**config.mk**
```make
export PLATFORM = sky130hd
export DESIGN_NAME = mem_port_arbiter
export DESIGN_NICKNAME = d
export VERILOG_FILES = /design/src/rtl/mem_port_arbiter.sv
export SDC_FILE = /design/constraint.sdc
export NUM_CORES = 1
export LEC_CHECK = 0
export ABC_AREA = 1
export BUFFER_PORTS_ARGS = -buffer_cell sky130_fd_sc_hd__buf_4
export CORE_UTILIZATION = 47
export DETAILED_ROUTE_END_ITERATION = 10
export GPL_ROUTABILITY_DRIVEN = 0
export PLACE_DENSITY = 0.8
export SLEW_MARGIN = 30
export SYNTH_ARGS = -nofsm -noshare
export SYNTH_HDL_FRONTEND = slang
export SYNTH_SLANG_ARGS = --single-unit
```
**constraint.sdc**
```tcl
create_clock -name clk_i -period 4.7 [get_ports clk_i]
set_clock_uncertainty 0.2 [all_clocks]
set_input_delay 0.47 -clock clk_i [delete_from_list [all_inputs] [get_ports clk_i]]
set_output_delay 0.47 -clock clk_i [all_outputs]
set_load 0.01 [all_outputs]
```
**src/rtl/mem_port_arbiter.sv**
```systemverilog
// Round-robin arbiter sharing one memory port between I-cache refill (I) and data cache (D).
// Define MEM_ARB_TIMEOUT_EN to abort a SERVE that exceeds TIMEOUT_CYCLES with err_o set.
module mem_port_arbiter #(
  parameter int DATA_WIDTH     = 32,
  parameter int TIMEOUT_CYCLES = 255
) (
  input  logic                  clk_i,
  input  logic                  rst_i,
  input  logic                  i_req_i,
  input  logic [29:0]           i_addr_i,
  output logic [DATA_WIDTH-1:0] i_rdata_o,
  output logic                  i_ack_o,
  output logic                  i_busywait_o,
  input  logic                  d_req_i,
  input  logic [3:0]            d_we_i,
  input  logic [29:0]           d_addr_i,
  input  logic [DATA_WIDTH-1:0] d_wdata_i,
  output logic [DATA_WIDTH-1:0] d_rdata_o,
  output logic                  d_ack_o,
  output logic                  d_busywait_o,
  output logic                  mem_req_o,
  output logic [3:0]            mem_we_o,
  output logic [29:0]           mem_addr_o,
  output logic [DATA_WIDTH-1:0] mem_wdata_o,
  input  logic [DATA_WIDTH-1:0] mem_rdata_i,
  input  logic                  mem_ack_i,
  output logic                  i_err_o,
  output logic                  d_err_o,
  output logic [1:0]            dbg_state_o
);

  // Handshake: a requester holds req and payload until the cycle its ack_o pulses;
  // mem_req_o and its payload stay constant until mem_ack_i pulses for one cycle.

  typedef enum logic [1:0] {
    ST_IDLE  = 2'd0,
    ST_SERVE = 2'd1,
    ST_RESP  = 2'd2
  } state_t;

  localparam logic [DATA_WIDTH-1:0] TMO_RDATA = DATA_WIDTH'(32'h0BADC0DE);

  if (TIMEOUT_CYCLES < 1) begin : g_bad_timeout
    $error("TIMEOUT_CYCLES must be at least 1");
  end

  state_t                  r_state;
  state_t                  w_state_next;
  logic                    w_grant;
  logic                    w_grant_d;
  logic                    w_done;
  logic                    w_timeout;
  logic                    r_owner_d;
  logic                    r_last_d;
  logic                    r_mem_req;
  logic [3:0]              r_mem_we;
  logic [29:0]             r_mem_addr;
  logic [DATA_WIDTH-1:0]   r_mem_wdata;
  logic [DATA_WIDTH-1:0]   r_i_rdata;
  logic [DATA_WIDTH-1:0]   r_d_rdata;
  logic                    r_i_ack;
  logic                    r_d_ack;

  always_ff @(posedge clk_i or posedge rst_i) begin
    if (rst_i) begin
      r_state <= ST_IDLE;
    end else begin
      r_state <= w_state_next;
    end
  end

  always_comb begin
    w_state_next = r_state;
    w_grant      = 1'b0;
    w_grant_d    = 1'b0;
    w_done       = 1'b0;
    case (r_state)
      ST_IDLE: begin
        if (i_req_i || d_req_i) begin
          w_grant      = 1'b1;
          // On a tie D wins unless D was the previous grant.
          w_grant_d    = d_req_i && (!i_req_i || !r_last_d);
          w_state_next = ST_SERVE;
        end
      end
      ST_SERVE: begin
        if (mem_ack_i) begin
          w_done       = 1'b1;
          w_state_next = ST_RESP;
        end else if (w_timeout) begin
          w_state_next = ST_RESP;
        end
      end
      ST_RESP: begin
        w_state_next = ST_IDLE;
      end
      default: begin
        w_state_next = ST_IDLE;
      end
    endcase
  end

  always_ff @(posedge clk_i or posedge rst_i) begin
    if (rst_i) begin
      r_owner_d   <= 1'b0;
      r_last_d    <= 1'b0;
      r_mem_req   <= 1'b0;
      r_mem_we    <= '0;
      r_mem_addr  <= '0;
      r_mem_wdata <= '0;
      r_i_rdata   <= '0;
      r_d_rdata   <= '0;
      r_i_ack     <= 1'b0;
      r_d_ack     <= 1'b0;
    end else begin
      r_i_ack <= 1'b0;
      r_d_ack <= 1'b0;
      if (w_grant) begin
        r_owner_d   <= w_grant_d;
        r_last_d    <= w_grant_d;
        r_mem_req   <= 1'b1;
        r_mem_addr  <= w_grant_d ? d_addr_i : i_addr_i;
        r_mem_we    <= w_grant_d ? d_we_i : 4'b0000;
        r_mem_wdata <= w_grant_d ? d_wdata_i : '0;
      end
      if (w_done || w_timeout) begin
        r_mem_req <= 1'b0;
        if (r_owner_d) begin
          r_d_ack   <= 1'b1;
          r_d_rdata <= w_done ? mem_rdata_i : TMO_RDATA;
        end else begin
          r_i_ack   <= 1'b1;
          r_i_rdata <= w_done ? mem_rdata_i : TMO_RDATA;
        end
      end
    end
  end

`ifdef MEM_ARB_TIMEOUT_EN
  localparam int CNT_W = $clog2(TIMEOUT_CYCLES + 1);

  logic [CNT_W-1:0] r_tmo_cnt;
  logic             r_i_err;
  logic             r_d_err;

  // A real mem_ack_i in the limit cycle wins, so the timeout is masked by it.
  assign w_timeout = (r_state == ST_SERVE) && !mem_ack_i &&
                     (r_tmo_cnt == CNT_W'(TIMEOUT_CYCLES - 1));

  always_ff @(posedge clk_i or posedge rst_i) begin
    if (rst_i) begin
      r_tmo_cnt <= '0;
      r_i_err   <= 1'b0;
      r_d_err   <= 1'b0;
    end else begin
      r_i_err <= w_timeout && !r_owner_d;
      r_d_err <= w_timeout && r_owner_d;
      if (w_grant) begin
        r_tmo_cnt <= '0;
      end else if (r_state == ST_SERVE && !mem_ack_i) begin
        r_tmo_cnt <= r_tmo_cnt + CNT_W'(1);
      end
    end
  end

  assign i_err_o = r_i_err;
  assign d_err_o = r_d_err;
`else
  assign w_timeout = 1'b0;
  assign i_err_o   = 1'b0;
  assign d_err_o   = 1'b0;
`endif

  assign i_rdata_o    = r_i_rdata;
  assign d_rdata_o    = r_d_rdata;
  assign i_ack_o      = r_i_ack;
  assign d_ack_o      = r_d_ack;
  assign mem_req_o    = r_mem_req;
  assign mem_we_o     = r_mem_we;
  assign mem_addr_o   = r_mem_addr;
  assign mem_wdata_o  = r_mem_wdata;
  assign i_busywait_o = i_req_i & ~r_i_ack;
  assign d_busywait_o = d_req_i & ~r_d_ack;
  assign dbg_state_o  = r_state;

endmodule
```
==> results of run 1 <==
## kinds of logic after synthesis
logic type,after synthesis,share of synthesized area (%)
AND/OR/NAND/NOR,261,19.62
buffers and inverters,149,11.82
flip-flops,136,57.40
AO/OA/AOI/OAI,103,11.10
other,1,0.06324
## final cells by class
type / count / area, sq um / share of cell area [%]
sequential: 136 / 3403 / 39.91
timing repair buffer: 275 / 2064 / 24.21
multi-input combinational: 366 / 1837 / 21.54
clock buffer: 22 / 474.2 / 5.561
inverter: 109 / 416.7 / 4.886
tap: 168 / 210.2 / 2.465
clock inverter: 7 / 118.9 / 1.394
antenna: 1 / 2.502 / 0.02935
## report_power, final
group	switching [mW]	total, mW	internal, mW
registers	0.322	2.05	1.72
clock network	0.463	1.33	0.868
logic	1.22	2.30	1.08
## Yosys cell counts, drive strengths merged
| cell | count | area share, % |
|---|---|---|
| o21ai | 103 | 11 |
| nor2 | 4 | 0.51 |
| nand4 | 1 | 0.11 |
| inv | 109 | 6.9 |
| clkbuf | 11 | 0.70 |
| conb | 1 | 0.063 |
| nand3b | 29 | 3.7 |
| nor3 | 1 | 0.084 |
| nand3 | 33 | 3.0 |
| nand2 | 193 | 12 |
| buf | 29 | 4.2 |
| dfrtp | 136 | 57 |
## stage by stage
step / std cells / hold slack (ns) / instance area, sq um / power, mW
after global placement: 1054 / 0.2652 / 7929 / 4.326
after CTS: 1083 / 0.09407 / 8522 / 5.730
after floorplan: 651 / 0.3143 / 5933 / 3.227
after global routing: 1084 / 0.05517 / 8527 / 6.042
after detailed placement: 1054 / 0.2668 / 7929 / 4.378
final: 1084 / -0.01952 / 8527 / 5.679
## sequential cells by signal, indices dropped and copies added (netlist names), 2 cells and up
| register | cells |
|---|---|
| i_rdata_o | 32 |
| d_rdata_o | 32 |
| mem_we_o | 4 |
| mem_addr_o | 30 |
| dbg_state_o | 2 |
| mem_wdata_o | 32 |
## cells in the final DEF, fill, tap and decap left out, drive strengths merged
cell / instances
clkbuf: 22
inv: 110
bufinv: 3
clkinv: 1
nor2: 4
nand3b: 29
buf: 275
clkinvlp: 2
dfrtp: 136
nand2: 193
o21ai: 103
diode: 1
nand4: 1
nor3: 1
conb: 2
nand3: 33
## per-layer routing
metal  vias to the layer above  routed length, um  global-route usage (%)
li1                       2504                  -                       -
met1                      2342               6191                   29.23
met2                       198               7670                   41.29
met3                        35               1578                   9.476
met4                         0                549                   12.03
met5                         -                  0                       0
## final timing paths
path                                start         endpoint  slack (ns)
max in group asynchronous           rst_i    i_rdata_o[31]        3.39
min                                 rst_i  mem_wdata_o[26]       -0.02
max                        dbg_state_o[1]   mem_addr_o[13]        2.14
max reg2reg                dbg_state_o[1]   mem_addr_o[13]        2.14
min reg2reg                mem_addr_o[15]   mem_addr_o[15]        0.28
min in group clk_i           d_wdata_i[4]   mem_wdata_o[4]        0.11
==> implementation parameters, run 1 <==
Parameter                              Value

Run status
  Status ... complete, but fails checks
  Violated checks ... negative hold slack

Die
  Rows ... 40
  # IOs ... ~270
  Die height ... 114.3 um
  Starting Density ... 48.76%
  Die Outline Area ... 13070 sq um
  Core box area ... 12160 sq um
  Die span in x ... between 100 and 150 um

Route
  DR vias ... 5079
  Violation count after the first detailed-routing iteration ... 374
  Final routed wire length divided by cell count ... 14.75 um
  Total wire length ... 15.99 mm
  Number of nets with antenna violations after routing ... 0
  Remaining routing DRC violations ... 0
  Detailed-route vias per instance ... between 4 and 5
  Count of TritonRoute iterations in the first routing pass ... 4

Clock network
  Clock tree sinks ... ~140
  Later-pin clock latency in the skew report ... 0.41 ns
  Root Driver ... sky130_fd_sc_hd__clkbuf_16
  # hold bufs at CTS ... 0
  Max Buffers Root-to-Sink ... 2
  Number of CTS-inserted buffers ... 17
  Post-CTS setup buffer count ... 0
  Post-cts sizing count ... 0
  Clock transition at the registers of the reported paths ... 0.05 ns
  H-tree depth reported by CTS ... 4
  TritonCTS clock tree ... built

Pwr
  P_leak ... 4.810 nW
  Cell Pwr Density ... 666.0 nW/um^2
  Peak supply drop ... 0.3579 mV

Worst setup path
  Worst Reg2Reg Path Length in Cells ... 6
  Startpoint Class ... register
  Worst path required time ... ~4.8 ns
  Largest driver fanout on the critical path ... 69
  Crit end category ... register
  Number of stages on the worst setup path ... 6
  Data arrival at the endpoint of the critical path ... ~2.7 ns
  List of cells traversed by the critical path ... nor2_4, o21ai_4, buf_4, inv_1, nand3_1, nand2_1
  Critical path's largest stage delay ... approximately 0.66 ns
  Top Family by Delay on Critical Path ... buffers and inverters
  Critical Setup Path Class ... register to register
  Slowest cell on the critical path ... sky130_fd_sc_hd__inv_1
  Worst path buffer plus inverter count ... 2

Synthesis
  Sequential area share after synthesis ... 57.40%
  Summed instance area of the synthesized netlist ... 5929 sq um
  FF+latch count, synth ... 136
  Synth cell types ... 19
  Post-Syn Area per Cell ... around 9.1 sq um
  Number of warnings issued by yosys ... 0
  Post-synthesis instance total ... 650

Finish
  Area growth from synthesis to layout ... 43.81%
  Layout Nets ... 1038
  Layout cells sized above 1 ... 37.92%
  Utilization after layout ... 70.11%
  Fill count ... 973

GRT
  Vias in the first global route ... 4887
  First-pass GRT wire length ... 24.80 mm
  Initial antenna violation count ... 1
  Maximum number of pins on one net before global-route repair ... 104
  GRT Residual Overflow ... 0
  Global Route Usage Sum ... 25.19%

STA
  Max-slew violation total from the final report ... 0
  Unrepaired setup endpoints after global routing ... false
  Worst-Margin Slew ... 0.9828 ns
  Final setup violation count ... 0
  Final period util ... 54.40%
  Final hold violation count ... 24
  Max-slew headroom ... 34.41%
  Crit path time final ... 2.557 ns
  Smallest hold slack ... -0.01952 ns
  Maximum clock frequency ... 0.3911 GHz
  Sum of negative setup slack ... 0 ns
  Setup slack of the critical path after layout ... 2.143 ns

Placement
  Pre-CTS setup slack ... 1.914 ns
  Final HPWL from detailed placement ... 11.25 mm
  Quantity of I/O buffers inserted on ports ... about 270

Min path
  Worst hold-check path type ... input port to async pin

Flow run
  Max-cap violations ... 0
No activity file was read; power rests on OpenSTA's default activity.
==> run 2, diff against run 1 <==
clock period = 2.5 ns   (was 4.7 ns; I/O delays follow)
==> implementation parameters, run 2 (synthesis results as in run 1) <==
Parameter                              Value

Run status
  Status ... completed

Min path
  Worst hold-check path type ... input port to register

Pwr
  Cell Pwr Density ... 1169 nW/um^2
  Peak supply drop ... 0.7141 mV
  P_leak ... 5.366 nW

Die
  Die span in x ... 114.3 um
  Rows ... 40
  Die Outline Area ... 13070 sq um
  Starting Density ... 48.76%
  Die height ... 114.3 um
  Core box area ... 12160 sq um
  # IOs ... 272

Finish
  Utilization after layout ... 81.94%
  Non-filler cells, final ... 1220
  Fill count ... 629
  Final design area excluding fillers ... between 9000 and 10000 sq um
  Highest-count cells in the layout ignoring fill and taps ... sky130_fd_sc_hd__buf_4, sky130_fd_sc_hd__nand2_1, sky130_fd_sc_hd__dfrtp_1
  Layout cells sized above 1 ... between 30% and 40%
  Most common library cell in the layout ignoring fill and taps ... sky130_fd_sc_hd__buf_4
  Area growth from synthesis to layout ... 68.07%
  Layout Nets ... 1171

GRT
  First-pass GRT wire length ... 34.13 mm
  Global Route Usage Sum ... 35.10%
  Vias in the first global route ... 6520
  Maximum number of pins on one net before global-route repair ... 69
  Initial antenna violation count ... 1
  GRT Residual Overflow ... 0

Clock network
  Clock tree sinks ... 136
  Later-pin clock latency in the skew report ... 0.41 ns
  Clock transition at the registers of the reported paths ... 0.06 ns
  Number of CTS-inserted buffers ... 17
  Post-cts sizing count ... 0
  Max Buffers Root-to-Sink ... 2
  Root Driver ... sky130_fd_sc_hd__clkbuf_16
  H-tree depth reported by CTS ... 4
  TritonCTS clock tree ... built
  Post-CTS setup buffer count ... 0

STA
  Max-slew headroom ... 52.22%
  Crit path time final ... 2.247 ns
  Final period util ... 89.89%
  Maximum clock frequency ... 0.4450 GHz
  Worst-Margin Slew ... 0.7168 ns
  Final hold violation count ... 0
  Max-slew violation total from the final report ... 0
  Final setup violation count ... 0
  Unrepaired setup endpoints after global routing ... false
  Sum of negative setup slack ... 0 ns

Route
  Count of TritonRoute iterations in the first routing pass ... 5
  Number of nets with antenna violations after routing ... 0
  DR vias ... 6243
  Total wire length ... between 20 and 25 mm
  Detailed-route vias per instance ... 5.117
  Remaining routing DRC violations ... 0
  Final routed wire length divided by cell count ... 17.90 um
  Violation count after the first detailed-routing iteration ... 559

Flow run
  Max-cap violations ... 0

Worst setup path
  Data arrival at the endpoint of the critical path ... 2.40 ns
  Worst path required time ... approximately 2.7 ns
  Crit end category ... register
  Critical Setup Path Class ... register to register
  List of cells traversed by the critical path ... nor2_4, o21ai_4, inv_1, buf_4, nand3_1, dlygate4sd3_1, nand2_1
  Critical path's largest stage delay ... about 0.61 ns
  Startpoint Class ... register
  Largest driver fanout on the critical path ... 29
  Slowest cell on the critical path ... sky130_fd_sc_hd__dlygate4sd3_1

Placement
  Final HPWL from detailed placement ... around 11 mm
  Placed inst area ... 8013 sq um
  Quantity of I/O buffers inserted on ports ... 269
  Post-Place Cells ... 1057
## run 2: worst paths after layout
path / from / endpoint / slack, ns / cells past startpoint
setup reg to reg: dbg_state_o[0] / mem_addr_o[28] / 0.25 / 7
setup / recovery: dbg_state_o[0] / mem_addr_o[28] / 0.25 / 7
hold / removal: d_req_i / r_last_d / 0.04 / 4
hold reg to reg: mem_addr_o[5] / mem_addr_o[5] / 0.28 / 2
max in group asynchronous: rst_i / mem_addr_o[0] / 1.16 / 4
min in group asynchronous: rst_i / mem_wdata_o[23] / 0.25 / 3
## run 2: final cells by class
cell class / count / area [sq um] / area share (%)
timing repair buffer: 408 / 3451 / 34.63
sequential: 136 / 3403 / 34.15
multi-input combinational: 366 / 1837 / 18.43
clock buffer: 21 / 480.5 / 4.821
inverter: 109 / 412.9 / 4.143
tap: 168 / 210.2 / 2.109
clock inverter: 11 / 168.9 / 1.695
antenna: 1 / 2.502 / 0.02511
## run 2: worst max-delay path: cells and delay by family (launching register included)
kind	cells	cell delay, ns
flops	1	0.44
compound gates	1	0.08
buf+inv	3	1.05
simple gates	3	0.40
## run 2: metal layers
layer  part of all wire (%)  GRT usage [%]
met4                    5.4          23.90
met3                     10          14.29
met2                     50          57.17
met1                     35          37.41
met5                      0              0
## run 2: per-stage QoR
step	power, mW	setup slack (ns)	hold slack, ns
after floorplan	6.068	0.3569	0.1806
after global placement	8.185	0.7897	0.1393
after detailed placement	8.284	0.7376	0.1376
after CTS	11.36	0.3009	0.02561
after global routing	12.24	0.1590	0.08515
final	11.65	0.2527	0.03676
## run 2: repair_timing
action                                 in CTS  in global routing
setup endpoints to repair                   0                  0
hold buffers                              130                  0
endpoints found under the hold margin     153                  0
## run 2: report_power, final
group,total (mW),internal (mW),switching [mW]
Sequential,3.92,3.24,0.680
Combinational,5.01,2.35,2.66
Clock,2.72,1.77,0.942
Total,11.7,7.37,4.28
